[src/rtl/cdb_arbiter_pkg.sv]
// rtl/cdb_arbiter_pkg.sv - shared types and constants for the CDB arbiter
package cdb_arbiter_pkg;

  localparam int CDB_ALU   = 0;
  localparam int CDB_BRALU = 1;
  localparam int CDB_MUL   = 2;
  localparam int CDB_DIV   = 3;
  localparam int CDB_MEM   = 4;

  localparam int DEF_NUM_REQ = CDB_MEM + 1;
  localparam int ROB_IX_W    = 3;
  localparam int DEST_W      = 5;

  typedef struct packed {
    logic [31:0]         value;
    logic [ROB_IX_W-1:0] rob_ix;
    logic [DEST_W-1:0]   dest;
  } cdb_entry_t;

  // Index width that stays at least one bit wide for a single requester.
  function automatic int src_width(input int n);
    return (n > 1) ? $clog2(n) : 1;
  endfunction

endpackage

[src/rtl/cdb_arbiter_if.sv]
// rtl/cdb_arbiter_if.sv - FU request side and CDB broadcast side of the arbiter
interface cdb_arbiter_if #(
  parameter int NUM_REQ = cdb_arbiter_pkg::DEF_NUM_REQ
);
  import cdb_arbiter_pkg::*;

  localparam int SRC_W = src_width(NUM_REQ);

  logic                               flush_in;
  logic [NUM_REQ-1:0]                 req_valid_in;
  logic [NUM_REQ-1:0][31:0]           req_value_in;
  logic [NUM_REQ-1:0][ROB_IX_W-1:0]   req_rob_ix_in;
  logic [NUM_REQ-1:0][DEST_W-1:0]     req_dest_in;
  logic [NUM_REQ-1:0]                 req_read_out;
  logic                               cdb_valid_out;
  logic [31:0]                        cdb_value_out;
  logic [ROB_IX_W-1:0]                cdb_rob_ix_out;
  logic [DEST_W-1:0]                  cdb_dest_out;
  logic [SRC_W-1:0]                   cdb_src_out;
  logic [NUM_REQ-1:0]                 slot_full_out;

  modport master (
    output flush_in, req_valid_in, req_value_in, req_rob_ix_in, req_dest_in,
    input  req_read_out, cdb_valid_out, cdb_value_out, cdb_rob_ix_out,
    input  cdb_dest_out, cdb_src_out, slot_full_out
  );

  modport slave (
    input  flush_in, req_valid_in, req_value_in, req_rob_ix_in, req_dest_in,
    output req_read_out, cdb_valid_out, cdb_value_out, cdb_rob_ix_out,
    output cdb_dest_out, cdb_src_out, slot_full_out
  );

endinterface

[src/rtl/rr_arbiter.sv]
// rtl/rr_arbiter.sv - round-robin one-hot arbiter with its own rotating pointer
module rr_arbiter
  import cdb_arbiter_pkg::*;
#(
  parameter int N    = DEF_NUM_REQ,
  parameter int IX_W = src_width(N)
) (
  input  logic            clk,
  input  logic            rst_n,
  input  logic            en,
  input  logic [N-1:0]    req,
  output logic [N-1:0]    grant,
  output logic [IX_W-1:0] grant_ix,
  output logic            grant_any
);

  localparam int SW = IX_W + 1;

  logic [IX_W-1:0] ptr;
  logic [SW-1:0]   sum;
  logic [IX_W-1:0] cand;

  // First requester at or after the pointer, wrapping at N-1.
  always_comb begin
    grant     = '0;
    grant_ix  = '0;
    grant_any = 1'b0;
    sum       = '0;
    cand      = '0;
    for (int i = 0; i < N; i++) begin
      sum = {1'b0, ptr} + SW'(i);
      if (sum >= SW'(N)) begin
        sum = sum - SW'(N);
      end
      cand = sum[IX_W-1:0];
      if (en && !grant_any && req[cand]) begin
        grant[cand] = 1'b1;
        grant_ix    = cand;
        grant_any   = 1'b1;
      end
    end
  end

  always_ff @(posedge clk or negedge rst_n) begin
    if (!rst_n) begin
      ptr <= '0;
    end else if (grant_any) begin
      ptr <= (grant_ix == IX_W'(N - 1)) ? '0 : grant_ix + 1'b1;
    end
  end

endmodule

[src/rtl/cdb_arbiter.sv]
// rtl/cdb_arbiter.sv - per-FU result slots arbitrated onto one registered CDB
module cdb_arbiter
  import cdb_arbiter_pkg::*;
#(
  parameter int NUM_REQ = DEF_NUM_REQ
) (
  input  logic           clk_in,
  input  logic           rst_n_in,
  cdb_arbiter_if.slave   bus
);

  localparam int SRC_W = src_width(NUM_REQ);

  logic [NUM_REQ-1:0] full;
  logic [NUM_REQ-1:0] grant;
  logic [NUM_REQ-1:0] accept;
  logic [SRC_W-1:0]   grant_ix;
  logic               grant_any;
  cdb_entry_t         slot [NUM_REQ];
  cdb_entry_t         cdb_q;
  logic               cdb_valid_q;
  logic [SRC_W-1:0]   cdb_src_q;

  // Arbitration sees only registered occupancy; flush suppresses any grant.
  rr_arbiter #(.N(NUM_REQ), .IX_W(SRC_W)) u_rr (
    .clk       (clk_in),
    .rst_n     (rst_n_in),
    .en        (!bus.flush_in),
    .req       (full),
    .grant     (grant),
    .grant_ix  (grant_ix),
    .grant_any (grant_any)
  );

  // A slot being granted this cycle can take a new result at the same edge.
  always_comb begin
    accept = {NUM_REQ{rst_n_in && !bus.flush_in}} & bus.req_valid_in & (~full | grant);
  end

  always_ff @(posedge clk_in or negedge rst_n_in) begin
    if (!rst_n_in) begin
      full        <= '0;
      cdb_valid_q <= 1'b0;
      cdb_q       <= '0;
      cdb_src_q   <= '0;
      for (int k = 0; k < NUM_REQ; k++) begin
        slot[k] <= '0;
      end
    end else if (bus.flush_in) begin
      full        <= '0;
      cdb_valid_q <= 1'b0;
    end else begin
      for (int k = 0; k < NUM_REQ; k++) begin
        if (accept[k]) begin
          slot[k] <= '{value:  bus.req_value_in[k],
                       rob_ix: bus.req_rob_ix_in[k],
                       dest:   bus.req_dest_in[k]};
          full[k] <= 1'b1;
        end else if (grant[k]) begin
          full[k] <= 1'b0;
        end
      end
      cdb_valid_q <= grant_any;
      if (grant_any) begin
        cdb_q     <= slot[grant_ix];
        cdb_src_q <= grant_ix;
      end
    end
  end

  assign bus.req_read_out   = accept;
  assign bus.cdb_valid_out  = cdb_valid_q;
  assign bus.cdb_value_out  = cdb_q.value;
  assign bus.cdb_rob_ix_out = cdb_q.rob_ix;
  assign bus.cdb_dest_out   = cdb_q.dest;
  assign bus.cdb_src_out    = cdb_src_q;
  assign bus.slot_full_out  = full;

endmodule
[src/flat_wrapper.sv]
// flat-port wrapper written by rule: the top's interface ports become plain ports
module cdb_arbiter_flat import cdb_arbiter_pkg::*;
#(
  parameter int NUM_REQ = DEF_NUM_REQ
)
  (clk_in, rst_n_in, bus_flush_in, bus_req_valid_in, bus_req_value_in, bus_req_rob_ix_in, bus_req_dest_in, bus_req_read_out, bus_cdb_valid_out, bus_cdb_value_out, bus_cdb_rob_ix_out, bus_cdb_dest_out, bus_cdb_src_out, bus_slot_full_out);
  cdb_arbiter_if #(.NUM_REQ(NUM_REQ)) bus_i ();
  input  logic clk_in;
  input  logic rst_n_in;
  input wire logic [$bits(bus_i.flush_in)-1:0] bus_flush_in;
  input wire logic [$bits(bus_i.req_valid_in)-1:0] bus_req_valid_in;
  input wire logic [$bits(bus_i.req_value_in)-1:0] bus_req_value_in;
  input wire logic [$bits(bus_i.req_rob_ix_in)-1:0] bus_req_rob_ix_in;
  input wire logic [$bits(bus_i.req_dest_in)-1:0] bus_req_dest_in;
  output wire logic [$bits(bus_i.req_read_out)-1:0] bus_req_read_out;
  output wire logic [$bits(bus_i.cdb_valid_out)-1:0] bus_cdb_valid_out;
  output wire logic [$bits(bus_i.cdb_value_out)-1:0] bus_cdb_value_out;
  output wire logic [$bits(bus_i.cdb_rob_ix_out)-1:0] bus_cdb_rob_ix_out;
  output wire logic [$bits(bus_i.cdb_dest_out)-1:0] bus_cdb_dest_out;
  output wire logic [$bits(bus_i.cdb_src_out)-1:0] bus_cdb_src_out;
  output wire logic [$bits(bus_i.slot_full_out)-1:0] bus_slot_full_out;
  assign bus_i.flush_in = bus_flush_in;
  assign bus_i.req_valid_in = bus_req_valid_in;
  assign bus_i.req_value_in = bus_req_value_in;
  assign bus_i.req_rob_ix_in = bus_req_rob_ix_in;
  assign bus_i.req_dest_in = bus_req_dest_in;
  assign bus_req_read_out = bus_i.req_read_out;
  assign bus_cdb_valid_out = bus_i.cdb_valid_out;
  assign bus_cdb_value_out = bus_i.cdb_value_out;
  assign bus_cdb_rob_ix_out = bus_i.cdb_rob_ix_out;
  assign bus_cdb_dest_out = bus_i.cdb_dest_out;
  assign bus_cdb_src_out = bus_i.cdb_src_out;
  assign bus_slot_full_out = bus_i.slot_full_out;
  cdb_arbiter #(.NUM_REQ(NUM_REQ)) u_core (.clk_in(clk_in), .rst_n_in(rst_n_in), .bus(bus_i));
endmodule
[config.mk]
export PLATFORM = sky130hd
export DESIGN_NAME = cdb_arbiter_flat
export DESIGN_NICKNAME = d
export VERILOG_FILES = /design/src/rtl/cdb_arbiter_pkg.sv /design/src/rtl/cdb_arbiter_if.sv /design/src/rtl/rr_arbiter.sv /design/src/rtl/cdb_arbiter.sv /design/src/flat_wrapper.sv
export SDC_FILE = /design/constraint.sdc
export NUM_CORES = 1
export LEC_CHECK = 0
export BUFFER_PORTS_ARGS = -buffer_cell sky130_fd_sc_hd__buf_2
export CAP_MARGIN = 20
export CORE_MARGIN = 2
export CORE_UTILIZATION = 51
export CTS_BUF_LIST = sky130_fd_sc_hd__clkbuf_8
export DETAILED_ROUTE_END_ITERATION = 8
export GPL_ROUTABILITY_DRIVEN = 0
export HOLD_SLACK_MARGIN = 0.05
export PLACE_DENSITY = 0.87
export REMOVE_ABC_BUFFERS = 1
export SLEW_MARGIN = 5
export SYNTH_ARGS = -nofsm -noshare
export SYNTH_HDL_FRONTEND = slang
export SYNTH_SLANG_ARGS = --single-unit
[constraint.sdc]
create_clock -name clk_in -period 4 [get_ports clk_in]
set_clock_uncertainty 0.2 [all_clocks]
set_input_delay 0 -clock clk_in [delete_from_list [all_inputs] [get_ports clk_in]]
set_output_delay 0 -clock clk_in [all_outputs]
set_load 0.05 [all_outputs]
==> results of run 1 <==
[through the flow]
step	setup TNS [ns]	std cells	util, %	cell area [µm²]	hold slack [ns]
floorplan	-447.50	912	-	11900	-0.496
global placement	0	1569	61.1	14400	-0.173
detailed placement	-5.05	1569	61.1	14400	-0.173
[cell families after synthesis]
family,after synthesis,share of synthesized area (%)
compound gates,257,15.9
xor+xnor,5,0.355
fa+ha+maj,9,0.972
buf+inv,109,4.84
flops,252,51.1
mux,208,20.0
simple gates,143,6.80
==> impl_metrics.toml, run 1 <==
[die]
num_rows = 56
ios = 262
fp.dieH_um = 160
die_w_um = 160
floorplan.initialDensity_pct = 52.3

[yosys]
synth-seq-cells = 252
synth_top_cell_area_share_pct = 51.1
synthCells = 983
dominant_cell_by_count_in_the_synthesized_netlist = "sky130_fd_sc_hd__dfrtp_1"
ys_dominant_reg_cell = "sky130_fd_sc_hd__dfrtp_1"
netlist_top_cells_area = "sky130_fd_sc_hd__dfrtp_1 51%, sky130_fd_sc_hd__mux2_1 14%, sky130_fd_sc_hd__mux2_4 4.6%"
proportion_of_synthesized_flip_flops_having_asynchronous_set_or_reset_pct = 100
synth_area_mm2 = 0.0124
yosysSeqAreaShare_pct = 51.1
top_cell_types_by_occurrence_after_synthesis = "252 x sky130_fd_sc_hd__dfrtp_1, 154 x sky130_fd_sc_hd__mux2_1, 41 x sky130_fd_sc_hd__a21oi_1, 38 x sky130_fd_sc_hd__mux2_4, 35 x sky130_fd_sc_hd__inv_1"
distinct_cell_type_count_of_the_synthesized_netlist = 81
number_of_enable_flip_flop_cells_after_synthesis = 0
synth.yosys.warnings = 0
cell_taking_the_most_area_after_synthesis = "sky130_fd_sc_hd__dfrtp_1"
syn-mean-instance-area_um2 = 12.6

[status]
step_where_the_flow_halted = "4_1_cts"
outcome = "stopped before the end"
stop_error = "[ERROR RSZ-0060] Max buffer count reached."

[cts]
cts.repair.resized = 63
cts-htree-levels = 2
ctsHoldBuffers = 334
clockRootBuffer = "sky130_fd_sc_hd__clkbuf_8"
post-cts-setup-buffer-count = 26
ctsLongestPathBuffers = 3
clock_sinks = 252
cts_buffers = 41

[place]
detailed_place_hpwl_um = 25500
numPortBuffers = 261
dp_worst_setup_slack_ns = -0.147
==> run 2, diff against run 1 <==
--- a/config.mk
+++ b/config.mk
@@ -8,12 +8,10 @@
 export BUFFER_PORTS_ARGS = -buffer_cell sky130_fd_sc_hd__buf_2
 export CAP_MARGIN = 20
 export CORE_MARGIN = 2
-export CORE_UTILIZATION = 51
-export CTS_BUF_LIST = sky130_fd_sc_hd__clkbuf_8
+export CORE_UTILIZATION = 36
 export DETAILED_ROUTE_END_ITERATION = 8
 export GPL_ROUTABILITY_DRIVEN = 0
-export HOLD_SLACK_MARGIN = 0.05
-export PLACE_DENSITY = 0.87
+export PLACE_DENSITY_LB_ADDON = 0.15
 export REMOVE_ABC_BUFFERS = 1
 export SLEW_MARGIN = 5
 export SYNTH_ARGS = -nofsm -noshare
==> constraint.sdc (replaced) <==
create_clock -name clk_in -period 5.2 [get_ports clk_in]
set_clock_uncertainty 0.2 [all_clocks]
set_input_delay 0 -clock clk_in [delete_from_list [all_inputs] [get_ports clk_in]]
set_output_delay 0 -clock clk_in [all_outputs]
set_load 0.05 [all_outputs]
==> impl_metrics.toml, run 2 <==
[yosys]
distinct_cell_type_count_of_the_synthesized_netlist = 81
top_cell_types_by_occurrence_after_synthesis = "252 x sky130_fd_sc_hd__dfrtp_1, 154 x sky130_fd_sc_hd__mux2_1, 41 x sky130_fd_sc_hd__a21oi_1, 38 x sky130_fd_sc_hd__mux2_4, 35 x sky130_fd_sc_hd__inv_1"
number_of_enable_flip_flop_cells_after_synthesis = 0
synth_top_cell_area_share_pct = 51.1
netlist_top_cells_area = "sky130_fd_sc_hd__dfrtp_1 51%, sky130_fd_sc_hd__mux2_1 14%, sky130_fd_sc_hd__mux2_4 4.6%"
proportion_of_synthesized_flip_flops_having_asynchronous_set_or_reset_pct = 100
cell_taking_the_most_area_after_synthesis = "sky130_fd_sc_hd__dfrtp_1"
yosysSeqAreaShare_pct = 51.1
synthCells = 983
synth_area_mm2 = 0.0124
synth-seq-cells = 252
syn-mean-instance-area_um2 = 12.6
dominant_cell_by_count_in_the_synthesized_netlist = "sky130_fd_sc_hd__dfrtp_1"
ys_dominant_reg_cell = "sky130_fd_sc_hd__dfrtp_1"
synth.yosys.warnings = 0

[detailed_routing]
drcViolationCount = 0
first_pass_iters = 5
num_vias = 10600
drt_iter0_drc = 558
routed_via_density = 5.20
drt-total-wl_um = 42100
wire_per_inst_um = 20.6
drt.antenna.violating_nets = 0

[cts]
clockRootBuffer = "sky130_fd_sc_hd__clkbuf_16"
cts.clk_slew.worst_paths_ns = 0.07
insertion_delay_ns = 0.55
ctsLongestPathBuffers = 3
cts_buffers = 28
cts-htree-levels = 1
cts_tree = "yes"
clock_sinks = 252

[global_route]
grtUsageTotal_pct = 23.5
gr_ovfl_total = 0
grt_first_pass_wirelength_um = 66000
via_count_of_the_first_global_routing_pass = 11800
grt_antenna_before_repair = 1
grt_max_degree = 78

[worst_setup_path]
critical_path.startpoint_type = "register"
worstSetupPathType = "reg -> reg"
end_kind = "register"
ff2ff_path_depth = 14
cp_data_arrival_time_ns = 5.20
crit_path_max_fanout = 14
ff2ff_setup_slack_ns = 0.23
cp.required_ns = 5.43

[place]
detailed_place_hpwl_um = 26200
numPortBuffers = 261

[die]
num_rows = 67
floorplan.die_area_mm2 = 0.0358
fp.dieH_um = 189
die_w_um = 189
ios = 262
floorplan.initialDensity_pct = 36.7
placeableCoreArea_mm2 = 0.0337

[power]
total_switching_power_mw = 6.20
seq_power_share_pct = 25.3
power.leakage_nw = 8.25
share_clk_of_total_power_pct = 14.8
powerDensity_mw_per_mm2 = 740
comb_power_share_pct = 59.9
intPower_mw = 7.45
power.ir.vdd_worst_v = 0.000571
sw_frac_of_total_pct = 45.4

[job]
drv_cap = 0

[finish]
final_cell_mix = "328 x sky130_fd_sc_hd__dlygate4sd3_1, 259 x sky130_fd_sc_hd__buf_2, 249 x sky130_fd_sc_hd__dfrtp_1"
syn_to_final_growth_pct = 49.2
finish.utilization_pct = 54.7
multi_input_comb_area_mm2 = 0.00550
area.sequential_mm2 = 0.00631
final_layout_size_suffix_gt1_share_pct = 26.9
layout.cells.most_common = "sky130_fd_sc_hd__dlygate4sd3_1"
nFillCells = 2885
final_nets = 1788
registers.top_by_ff_count = "u_core.slot"
flip_flop_count_of_the_largest_register_all_copies_and_words_added = 200

[hold_path]
min_delay_path_depth = 3
hold_class = "in -> reg"

[sta]
final_period_minus_worst_setup_slack_ns = 4.97
rsz0062_at_grt = "false"
fin_worst_hold_slack_ns = 0.0198
tcrit_tclk_final_pct = 95.6
total_setup_violations_reported_at_the_end_of_the_flow = 0
max-slew-margin-rel_pct = 44.7
timing_hold_violations_final = 0
worstMarginPinSlew_ns = 0.829
max_freq_mhz = 201
report.final.slew_viol_count = 0

[status]
outcome = "finished, final reports clean"
run 2: cell counts after synthesis:
No cell type changed its count.
run 2: timing repair:
item / CTS / global route
gates resized for setup: 1 / 9
hold buffers: 329 / 0
endpoints found under the hold margin: 274 / 0
setup endpoints to repair: 2 / 65
pin swaps: 0 / 2
setup buffers: 0 / 3
run 2: kinds of logic (layout without fill, tap and decap cells):
| group | Yosys count | count (layout) | share of synthesized area, % |
|---|---|---|---|
| other | 0 | 1 | 0 |
| AO/OA/AOI/OAI | 257 | 257 | 15.9 |
| multiplexers | 208 | 208 | 20.0 |
| XOR/XNOR | 5 | 5 | 0.355 |
| buffers and inverters | 109 | 718 | 4.84 |
| flip-flops | 252 | 252 | 51.1 |
| AND/OR/NAND/NOR | 143 | 143 | 6.80 |
| adder cells (fa/ha/maj) | 9 | 9 | 0.972 |
run 2: worst max-delay path, stage by stage, from the launching register on:
cell and delay, ns:
sky130_fd_sc_hd__dfrtp_2 0.52, sky130_fd_sc_hd__inv_1 0.20, sky130_fd_sc_hd__ha_1 0.58, sky130_fd_sc_hd__inv_1 0.20, sky130_fd_sc_hd__o21a_1 0.16, sky130_fd_sc_hd__or3_4 0.38, sky130_fd_sc_hd__o2111a_2 0.33, sky130_fd_sc_hd__nor4_4 0.25
sky130_fd_sc_hd__buf_4 0.25, sky130_fd_sc_hd__a32oi_1 0.17, sky130_fd_sc_hd__nand4_4 0.15, sky130_fd_sc_hd__o211a_2 0.22, sky130_fd_sc_hd__buf_4 0.29, sky130_fd_sc_hd__mux2_1 0.37, sky130_fd_sc_hd__dlygate4sd3_1 0.58
run 2: area by class of cell:
class	instances	area share [%]
Sequential cell	252	34.2
Tap cell	448	3.04
Timing Repair Buffer	629	27.0
Inverter	38	0.774
Antenna cell	1	0.0136
Clock buffer	44	4.56
Multi-Input combinational cell	622	29.8
Clock inverter	7	0.550
run 2: metal layers:
metal | vias up | routed length [µm] | track usage [%]
met4 | 0 | 914 | 6.32
met3 | 66 | 2180 | 3.23
li1 | 4880 | - | -
met5 | - | 0 | 0
met1 | 5320 | 18200 | 30.8
met2 | 340 | 20800 | 40.7
run 2: worst paths after layout:
path,start,endpoint
worst max-delay path,u_core.u_rr.ptr[1],u_core.slot[77]
worst min-delay path,bus_req_dest_in[14],u_core.slot[84]
worst max register to register,u_core.u_rr.ptr[1],u_core.slot[77]
worst min register to register,u_core.slot[161],u_core.bus.cdb_dest_out[1]
max in group asynchronous,rst_n_in,u_core.slot[145]
min in group asynchronous,rst_n_in,u_core.slot[169]
run 2: power groups by stage:
stage	clock network [mW]	registers [mW]	logic, mW
after floorplan	0	3.97	4.48
after global placement	0	3.44	7.55
after detailed placement	0	3.46	7.59
after CTS	2.07	3.43	8.06
after global routing	2.14	3.56	8.88
final	2.02	3.46	8.17
run 2: metrics by stage:
step	std cells	power [mW]	setup TNS [ns]	instance area [µm²]	setup WS (ns)
after floorplan	912	8.45	-145.57	11900	-1.41
after global placement	1656	11.0	0	14100	0.486
after detailed placement	1656	11.1	0	14100	0.315
after CTS	2036	13.6	0	18400	0.0742
after global routing	2041	14.6	0	18400	0.00792
final	2041	13.6	0	18400	0.231
Power figures use the tool's default switching activity.
==> run 3, diff against run 2 <==
--- a/config.mk
+++ b/config.mk
@@ -5,11 +5,12 @@
 export SDC_FILE = /design/constraint.sdc
 export NUM_CORES = 1
 export LEC_CHECK = 0
-export BUFFER_PORTS_ARGS = -buffer_cell sky130_fd_sc_hd__buf_2
 export CAP_MARGIN = 20
 export CORE_MARGIN = 2
 export CORE_UTILIZATION = 36
+export CTS_BUF_LIST = sky130_fd_sc_hd__clkbuf_4 sky130_fd_sc_hd__clkbuf_8
 export DETAILED_ROUTE_END_ITERATION = 8
+export DONT_BUFFER_PORTS = 1
 export GPL_ROUTABILITY_DRIVEN = 0
 export PLACE_DENSITY_LB_ADDON = 0.15
 export REMOVE_ABC_BUFFERS = 1
==> impl_metrics.toml, run 3 <==
[status]
stop_error = "[ERROR RSZ-0060] Max buffer count reached."
step_where_the_flow_halted = "4_1_cts"
outcome = "stopped before the end"

[cts]
cts.repair.resized = 0
clockRootBuffer = "sky130_fd_sc_hd__clkbuf_8"
cts_buffers = 45
cts-htree-levels = 2
ctsLongestPathBuffers = 3
clock_sinks = 252
post-cts-setup-buffer-count = 0
ctsHoldBuffers = 296

[yosys]
top_cell_types_by_occurrence_after_synthesis = "252 x sky130_fd_sc_hd__dfrtp_1, 154 x sky130_fd_sc_hd__mux2_1, 41 x sky130_fd_sc_hd__a21oi_1, 38 x sky130_fd_sc_hd__mux2_4, 35 x sky130_fd_sc_hd__inv_1"
netlist_top_cells_area = "sky130_fd_sc_hd__dfrtp_1 51%, sky130_fd_sc_hd__mux2_1 14%, sky130_fd_sc_hd__mux2_4 4.6%"
synth_area_mm2 = 0.0124
synth_top_cell_area_share_pct = 51.1
syn-mean-instance-area_um2 = 12.6
synth-seq-cells = 252
synth.yosys.warnings = 0
cell_taking_the_most_area_after_synthesis = "sky130_fd_sc_hd__dfrtp_1"
number_of_enable_flip_flop_cells_after_synthesis = 0
yosysSeqAreaShare_pct = 51.1
dominant_cell_by_count_in_the_synthesized_netlist = "sky130_fd_sc_hd__dfrtp_1"
ys_dominant_reg_cell = "sky130_fd_sc_hd__dfrtp_1"
synthCells = 983
proportion_of_synthesized_flip_flops_having_asynchronous_set_or_reset_pct = 100
distinct_cell_type_count_of_the_synthesized_netlist = 81

[die]
die_w_um = 189
ios = 262
num_rows = 67
fp.dieH_um = 189
floorplan.initialDensity_pct = 36.7

[place]
dp_worst_setup_slack_ns = 0.524
numPortBuffers = 0
detailed_place_hpwl_um = 25200
## run 3: logic make-up after synthesis
family,share of synthesized area [%]
buffers and inverters,4.84
flip-flops,51.1
AO/OA/AOI/OAI,15.9
multiplexers,20.0
XOR/XNOR,0.355
AND/OR/NAND/NOR,6.80
adder cells (fa/ha/maj),0.972
## run 3: stage by stage
| step | hold WS, ns | area, µm² | cells |
|---|---|---|---|
| 3_5_place_dp | -0.490 | 12800 | 1401 |
| 3_3_place_gp | -0.491 | 12800 | 1401 |
| 2_1_floorplan | -0.496 | 11900 | 912 |
